$ cat config.mk
export PLATFORM = sky130hd
export DESIGN_NAME = div_steps_param
export DESIGN_NICKNAME = d
export VERILOG_FILES = /design/src/rtl/div_steps_param.sv
export SDC_FILE = /design/constraint.sdc
export NUM_CORES = 1
export LEC_CHECK = 0
export ABC_AREA = 1
export CAP_MARGIN = 25
export CORE_MARGIN = 3
export CORE_UTILIZATION = 43
export DETAILED_ROUTE_END_ITERATION = 10
export GPL_ROUTABILITY_DRIVEN = 0
export PLACE_DENSITY = 0.65
export SYNTH_ARGS = -nofsm -noshare
export SYNTH_HDL_FRONTEND = slang
export SYNTH_SLANG_ARGS = --single-unit
$ cat constraint.sdc
create_clock -name clk_i -period 2.7 [get_ports clk_i]
set_clock_uncertainty 0.1 [all_clocks]
set_input_delay 0.675 -clock clk_i [delete_from_list [all_inputs] [get_ports clk_i]]
set_output_delay 0.675 -clock clk_i [all_outputs]
set_load 0.01 [all_outputs]
$ cat src/rtl/div_steps_param.sv
// Radix-2 restoring divider computing (dividend << FW) / divisor, one quotient
// bit per enabled clock, with signed/unsigned mode, remainder and error flags.
module div_steps_param #(
    parameter int unsigned DW = 32,
    parameter int unsigned VW = 32,
    parameter int unsigned FW = 32,
    parameter int unsigned QW = DW + FW
) (
    input  logic          clk_i,
    input  logic          rst_ni,
    input  logic          clk_en_i,
    input  logic          divide_i,
    input  logic          signed_i,
    input  logic [DW-1:0] dividend_i,
    input  logic [VW-1:0] divisor_i,
    output logic [QW-1:0] quotient_o,
    output logic [VW-1:0] remainder_o,
    output logic          busy_o,
    output logic          done_o,
    output logic          dz_o,
    output logic          ovf_o
);

    typedef enum logic [1:0] {IDLE, CALC, FIX, DONE} state_t;

    localparam int unsigned   CW       = (QW > 1) ? $clog2(QW) : 1;
    localparam logic [CW-1:0] CNT_INIT = CW'(QW - 1);
    localparam logic [QW-1:0] Q_MAX    = {1'b0, {(QW-1){1'b1}}};
    localparam logic [QW-1:0] Q_MIN    = {1'b1, {(QW-1){1'b0}}};

    state_t        state;
    logic [CW-1:0] cnt;
    logic [QW-1:0] qr;       // dividend bits shift out the top, quotient bits shift in the bottom
    logic [VW-1:0] rem;
    logic [VW-1:0] dvs_mag;
    logic          neg_q;
    logic          neg_r;
    logic          dz_r;
    logic          sgn_r;

    logic [DW-1:0] dvd_abs;
    logic [VW-1:0] dvs_abs;
    logic [VW:0]   shifted;
    logic [VW+1:0] diff;
    logic          q_bit;
    logic [QW-1:0] q_res;
    logic [VW-1:0] r_res;
    logic          ovf_res;

    always_comb begin
        dvd_abs = (signed_i && dividend_i[DW-1]) ? -dividend_i : dividend_i;
        dvs_abs = (signed_i && divisor_i[VW-1])  ? -divisor_i  : divisor_i;
        shifted = {rem, qr[QW-1]};
        diff    = {1'b0, shifted} - {2'b00, dvs_mag};
        q_bit   = ~diff[VW+1];
    end

    // Sign fix-up with divide-by-zero and signed-overflow saturation
    always_comb begin
        q_res   = neg_q ? -qr : qr;
        r_res   = neg_r ? -rem : rem;
        ovf_res = 1'b0;
        if (dz_r) begin
            r_res = '0;
            if (sgn_r) q_res = neg_r ? Q_MIN : Q_MAX;
            else       q_res = '1;
        end else if (sgn_r && (neg_q ? (qr[QW-1] && |qr[QW-2:0]) : qr[QW-1])) begin
            q_res   = neg_q ? Q_MIN : Q_MAX;
            ovf_res = 1'b1;
        end
    end

    always_ff @(posedge clk_i or negedge rst_ni) begin
        if (!rst_ni) begin
            state       <= IDLE;
            cnt         <= '0;
            qr          <= '0;
            rem         <= '0;
            dvs_mag     <= '0;
            neg_q       <= 1'b0;
            neg_r       <= 1'b0;
            dz_r        <= 1'b0;
            sgn_r       <= 1'b0;
            quotient_o  <= '0;
            remainder_o <= '0;
            busy_o      <= 1'b0;
            done_o      <= 1'b0;
            dz_o        <= 1'b0;
            ovf_o       <= 1'b0;
        end else if (clk_en_i) begin
            case (state)
                IDLE: begin
                    if (divide_i) begin
                        qr      <= QW'(dvd_abs) << FW;
                        rem     <= '0;
                        dvs_mag <= dvs_abs;
                        neg_q   <= signed_i & (dividend_i[DW-1] ^ divisor_i[VW-1]);
                        neg_r   <= signed_i & dividend_i[DW-1];
                        dz_r    <= (divisor_i == '0);
                        sgn_r   <= signed_i;
                        done_o  <= 1'b0;
                        dz_o    <= 1'b0;
                        ovf_o   <= 1'b0;
                        busy_o  <= 1'b1;
                        cnt     <= CNT_INIT;
                        state   <= CALC;
                    end
                end
                CALC: begin
                    qr  <= {qr[QW-2:0], q_bit};
                    rem <= q_bit ? diff[VW-1:0] : shifted[VW-1:0];
                    if (cnt == '0) state <= FIX;
                    else           cnt   <= cnt - CW'(1);
                end
                FIX: begin
                    quotient_o  <= q_res;
                    remainder_o <= r_res;
                    dz_o        <= dz_r;
                    ovf_o       <= ovf_res;
                    done_o      <= 1'b1;
                    busy_o      <= 1'b0;
                    state       <= DONE;
                end
                DONE: begin
                    done_o <= 1'b0;
                    state  <= IDLE;
                end
                default: state <= IDLE;
            endcase
        end
    end

endmodule

==> run summary <==
=========================================================================================
Sw Ratio                                                                            51.5%
DR pass1 iterations                                                                     6
Stage delay of the slowest cell on the critical path                              0.46 ns
Combinational group share of total power                                            63.8%
Violation count after the first detailed-routing iteration                          2,034
Sequential share of the synthesized area                                            34.5%
Relative slew slack                                                                 54.9%
Combinational family with the most area after synthesis                      simple AND/OR/NAND/NOR gates
Fmax                                                                              393 MHz
Per-cell routed wire length                                                       17.3 um
Pin count of the biggest net entering global routing                                   74
Max stage delay cell, worst path                                             sky130_fd_sc_hd__dfrtp_1
CP required                                                                       3.05 ns
Unrepaired setup endpoints after global routing                                     false
Synthesized area per cell                                                       6.41 um^2
Adder-cell share of the synthesized area                                            3.06%
Yosys warnings                                                                          0
Flops & latches, synth                                                                240
Post-route minimum period                                                         2.55 ns
Number of nets produced by synthesis                                                2,825
Placed cell areas                                                             20,000 um^2
Final setup violation count                                                             0
Number of buffers added on ports                                                      168
Actual slew at the worst max-slew pin                                            0.676 ns
Ports                                                                                 169
Via count of the first global-routing pass                                         17,600
Power per cell area                                                          1390 nW/um^2
Design Power                                                                      29.2 mW
Setup CP Type                                                                     reg2reg
Leakage power                                                                     10.7 nW
Synth Instances                                                                     2,714
Post-route clock period utilization                                                 94.3%
Netlist area before placement                                                 17,400 um^2
Number of flops mapped to enable cells by yosys                                         0
Clk sinks                                                                             240
Reg clk slew, reported paths                                                      0.06 ns
Post-Synth XOR/XNOR Area                                                            3.52%
Endpoint class of the critical path                                                  flop
Clock root buffer                                                            sky130_fd_sc_hd__clkbuf_16
Data arrival at the endpoint of the critical path                                 2.90 ns
GRT Overall Usage                                                                   27.0%
Worst Path Buf+Inv                                                                      1
Kind of cell adding the most delay to the critical path                      simple AND/OR/NAND/NOR gates
Compound-cell area share of the yosys netlist                                       11.1%
Total overflow reported by the global router                                            0
First-pass GRT wire length                                                        95.8 mm
Peak supply drop                                                                   614 uV
Internal Power                                                                    14.2 mW
Cell accounting for the most synthesized area                                sky130_fd_sc_hd__dfrtp_1
Detailed-route via count                                                           18,600
Fraction of power consumed by the clock network                                     13.7%
Worst min-delay path category                                                     reg2reg
Most instantiated cells after synthesis                                      943 x sky130_fd_sc_hd__nand2_1, 322 x sky130_fd_sc_hd__inv_1, 267 x sky130_fd_sc_hd__nand3_1, 267 x sky130_fd_sc_hd__nor2_1, 240 x sky130_fd_sc_hd__dfrtp_1
Portion of synthesized cell area occupied by the leading cell type                  34.5%
Dominant synthesized flop cell                                               sky130_fd_sc_hd__dfrtp_1
Effective utilization at floorplan                                                  43.7%
Area growth, synth to finish                                                        20.8%
Antenna diode count                                                                     0
Max-capacitance violation count                                                         0
H-tree depth                                                                            1
Placed wire-length estimate                                                       46.6 mm
Clock tree from TritonCTS                                                             yes
Slew Viols, Final                                                                       0
Final hold slack                                                                 0.374 ns
Share of synthesized cell area in and, or, nand and nor gates                       37.8%
Area of all placed cells without fillers                                      21,000 um^2
Placeable core region                                                         39,800 um^2
Vias per Instance                                                                    5.42
Nets                                                                                3,003
Cell with the most instances after synthesis                                 sky130_fd_sc_hd__nand2_1
Number of clock buffers inserted by TritonCTS                                          28
Worst skew pair latency                                                           0.57 ns
Number of failing hold endpoints at the final stage                                     0
Multiplexer fraction of the synthesized cell area                                 0.0647%
Clk buf depth                                                                           3
Ranking of synthesized cells by area                                         sky130_fd_sc_hd__dfrtp_1 35%, sky130_fd_sc_hd__nand2_1 20%, sky130_fd_sc_hd__nand3_1 7.7%
DRC Markers                                                                             0
Outcome                                                                         completed
Die ar.                                                                       42,900 um^2
Die span in y                                                                      207 um
Initial antenna violation count                                                         0
Switching component of the power                                                  15.0 mW
Antenna-violating nets left                                                             0
Critical path startpoint category                                                    flop
Worst-path maximum fanout                                                              11
Sum of negative setup slack                                                          0 ns
Cell Chain, Critical Path                                                    ha_2 > nand2_1 > nor2_2 > nand3_1 > nand3_2 > nand2_1 > nand2_2 > nand2_2 > nand2_2 > buf_12 > nand3_1 > nand3_1 > nand2_1
Relative contribution of sequential cells to total power                            22.6%
Final Routed Wirelength                                                           59.4 mm
Total number of placement rows                                                         73
Number of library cell types mapped by synthesis                                       45
Overall die width                                                                  207 um
Fraction of layout cells with a size suffix above 1                                 6.59%
Proportion of register bits with asynchronous set or reset after synthesis           100%
=========================================================================================
==> layout by cell type (no fill, tap or decap), drive strengths merged, types with 5 or more instances in the layout <==
master / synthesis / layout
nand2: 950 / 950
inv: 344 / 344
nor2: 282 / 282
nand3: 272 / 272
dfrtp: 240 / 240
clkdlybuf4s50: 0 / 167
o21ai: 159 / 159
a21oi: 83 / 83
buf: 45 / 70
xor2: 51 / 51
o22ai: 50 / 50
ha: 41 / 41
clkbuf: 45 / 36
nor3: 29 / 29
nand4: 26 / 26
xnor2: 19 / 19
o21bai: 16 / 16
o221ai: 11 / 11
nand3b: 10 / 10
clkinv: 2 / 10
or2: 7 / 7
o211ai: 6 / 6
nor4: 5 / 5
o31ai: 5 / 5
==> routing by layer <==
| metal | vias up | global-route usage [%] | share of wire [%] |
|---|---|---|---|
| li1 | 9038 | - | - |
| met1 | 8685 | 40.6 | 46 |
| met2 | 800 | 40.3 | 42 |
| met3 | 125 | 3.83 | 8.7 |
| met4 | 0 | 8.24 | 3.2 |
| met5 | - | 0 | 0 |
==> power by group through the flow <==
stage | Sequential [mW] | Combinational (mW) | Clock, mW
floorplan | 6.37 | 12.1 | 0
global placement | 6.55 | 17.9 | 0
detailed placement | 6.58 | 18.1 | 0
CTS | 6.54 | 18.3 | 4.05
global route | 6.74 | 20.7 | 4.22
finish | 6.59 | 18.6 | 3.99
==> registers in the layout, indices dropped and copies added (netlist names) <==
register / cells
cnt: 6
neg_q: 1
state: 2
dvs_mag: 32
busy_o: 1
neg_r: 1
dz_r: 1
dz_o: 1
rem: 32
remainder_o: 32
done_o: 1
sgn_r: 1
quotient_o: 64
ovf_o: 1
qr: 64
==> worst reg2reg max path, cell delays in order (launching register included) <==
cell	delay (ns)
sky130_fd_sc_hd__dfrtp_1	0.46
sky130_fd_sc_hd__ha_2	0.42
sky130_fd_sc_hd__nand2_1	0.13
sky130_fd_sc_hd__nor2_2	0.19
sky130_fd_sc_hd__nand3_1	0.11
sky130_fd_sc_hd__nand3_2	0.14
sky130_fd_sc_hd__nand2_1	0.10
sky130_fd_sc_hd__nand2_2	0.08
sky130_fd_sc_hd__nand2_2	0.10
sky130_fd_sc_hd__nand2_2	0.13
sky130_fd_sc_hd__buf_12	0.16
sky130_fd_sc_hd__nand3_1	0.16
sky130_fd_sc_hd__nand3_1	0.12
sky130_fd_sc_hd__nand2_1	0.05
==> cells by family after synthesis <==
group	Yosys count
XOR/XNOR	70
multiplexers	1
flip-flops	240
AND/OR/NAND/NOR	1585
adder cells (fa/ha/maj)	42
buffers and inverters	436
AO/OA/AOI/OAI	340
==> per-stage QoR <==
| step | std cells | setup WS, ns | util [%] |
|---|---|---|---|
| 6_report | 3438 | 0.153 | 52.8 |
| 4_1_cts | 3437 | 0.168 | 52.8 |
| 2_1_floorplan | 2714 | 0.590 | - |
| 3_3_place_gp | 3385 | 0.0366 | 50.3 |
| 5_1_grt | 3438 | 0.00106 | 52.8 |
| 3_5_place_dp | 3385 | -0.0260 | 50.3 |
==> worst paths after layout <==
kind                       slack (ns)                     endpoint  cells past startpoint                  startpoint
max reg2reg                      0.15          rem[21]$_DFFE_PN0P_                     13          rem[7]$_DFFE_PN0P_
max in group asynchronous        1.21            neg_q$_DFFE_PN0P_                      3                      rst_ni
min in group asynchronous        0.56  remainder_o[13]$_DFFE_PN0P_                      2                      rst_ni
min reg2reg                      0.37   quotient_o[23]$_DFFE_PN0P_                      2  quotient_o[23]$_DFFE_PN0P_
max                              0.15          rem[21]$_DFFE_PN0P_                     13          rem[7]$_DFFE_PN0P_
min                              0.37   quotient_o[23]$_DFFE_PN0P_                      2  quotient_o[23]$_DFFE_PN0P_
==> timing repair <==
| item | CTS | global route |
|---|---|---|
| endpoints found under the setup margin | 0 | 3 |
| hold buffers | 1 | 0 |
| buffers inserted | 0 | 1 |
| hold endpoints to repair | 57 | 0 |
| gates resized for setup | 0 | 2 |
==> area by class of cell <==
class,count,area (um^2)
fill,3997,18800
multi-input combinational,2038,9690
sequential,240,6010
timing repair buffer,238,2390
inverter,346,1300
clock buffer,36,812
tap,525,657
clock inverter,15,164
Note: power is estimated with default switching activity, not from simulation.
==> variant, RTL diff (same flow settings) <==
Set the parameter `VW` to 48 (it was 32).
--- a/src/rtl/div_steps_param.sv
+++ b/src/rtl/div_steps_param.sv
@@ -4,3 +4,3 @@
     parameter int unsigned DW = 32,
-    parameter int unsigned VW = 32,
+    parameter int unsigned VW = 48,
     parameter int unsigned FW = 32,
Interface: changed (resized divisor_i and remainder_o); port bits go from 169 to 201. No check against the original RTL was run, so the function may have changed too.
==> variant against the original RTL <==
Total power rose by 23%; combinational power increased by 28%; critical path depth fell by 1; wire length rose by 33%; area after synthesis grew 27%; maximum frequency fell by 1.9%; design area rose by 30%; first-iteration DRC count grew 18%; via count is 30% higher; worst setup slack got worse by 49 ps; sequential cell count grew 48; worst hold slack better by 4.6 ps; largest power group unchanged.
==> variant: results (changes against the original RTL) <==
* HP Start: dvs_mag[34] (was quotient_o[23])
* Slew @ Worst Pin at 624 ps (was 676 ps)
* Adder-cell share of the synthesized area at 3.31% (was 3.06%)
* Max Used Layer: met5 (was met4)
* Initial DRC Count at 2396 (was 2034)
* Top cells by count, synth: 1332 x nand2_1, 485 x inv_1, 381 x nor2_1 (was 943 x nand2_1, 322 x inv_1, 267 x nand3_1, 267 x nor2_1, 240 x dfrtp_1)
* First-pass DRT Iterations at 9 (was 6)
* Post-DP HPWL at 63400 um (was 46600 um)
* Met1 Use GR at 43.7% (was 40.6%)
* Syn nets at 3735 (was 2825)
* Leakage at 14.5 nW (was 10.7 nW)
* Routed WL at 78900 um (was 59400 um)
* Status: finished, final reports clean (unchanged)
* Total track usage at 29.1% (was 27.0%)
* CTS buffer count at 34 (was 28)
* First-pass GRT wire length at 125000 um (was 95800 um)
* Post-synthesis cell type count at 47 (was 45)
* Fraction of layout cells with a size suffix above 1 at 7.51% (was 6.59%)
* Path depth of the worst reg2reg path at 12 (was 13)
* Inverters at 494 (was 346)
* Multi-input gate share of total cell area at 46.7% (was 46.1%)
* Met3 Wirelength at 7570 um (was 5140 um)
* Worst Hold End: dvs_mag[34] (was quotient_o[23])
* CP Max Fanout at 4 (was 11)
* Met2 GRT Util at 42.7% (was 40.3%)
* #MultiIn Comb at 2705 (was 2038)
* Signal buffers at 387 (was 238)
* Multiplexer area fraction after synthesis at 0% (was 0.0647%)
* Sequential cell power at 7.63 mW (was 6.59 mW)
* P_int at 17.3 mW (was 14.2 mW)
* Clk pwr at 4.54 mW (was 3.99 mW)
* Post-DR vias/cell at 5.27 (was 5.42)
* Peak supply drop at 0.000739 V (was 0.000614 V)
* Sequential-to-total area share from yosys stat at 32.5% (was 34.5%)
==> variant: cell types whose count changed after synthesis, sizes merged, moves of 6 or more <==
| cell | change |
|---|---|
| nand3 | +27 |
| nand4 | +28 |
| nor2 | +104 |
| inv | +145 |
| dfrtp | +48 |
| buf | -15 |
| o221ai | +6 |
| clkbuf | +30 |
| nand2 | +386 |
| nand3b | +13 |
| xor2 | +20 |
| o21ai | +51 |
| ha | +16 |
| xnor2 | +6 |
==> variant: metrics by stage <==
| stage | worst slack, ps | utilization [%] | instances | hold slack, ps |
|---|---|---|---|---|
| 6_report | 105 | 54.2 | 4601 | 379 |
| 5_1_grt | -13.9 | 54.2 | 4601 | 401 |
| 3_3_place_gp | -178 | 51.8 | 4545 | 362 |
| 3_5_place_dp | -196 | 51.8 | 4545 | 366 |
| 2_1_floorplan | 403 | - | 3592 | 279 |
| 4_1_cts | 16.4 | 53.9 | 4601 | 381 |
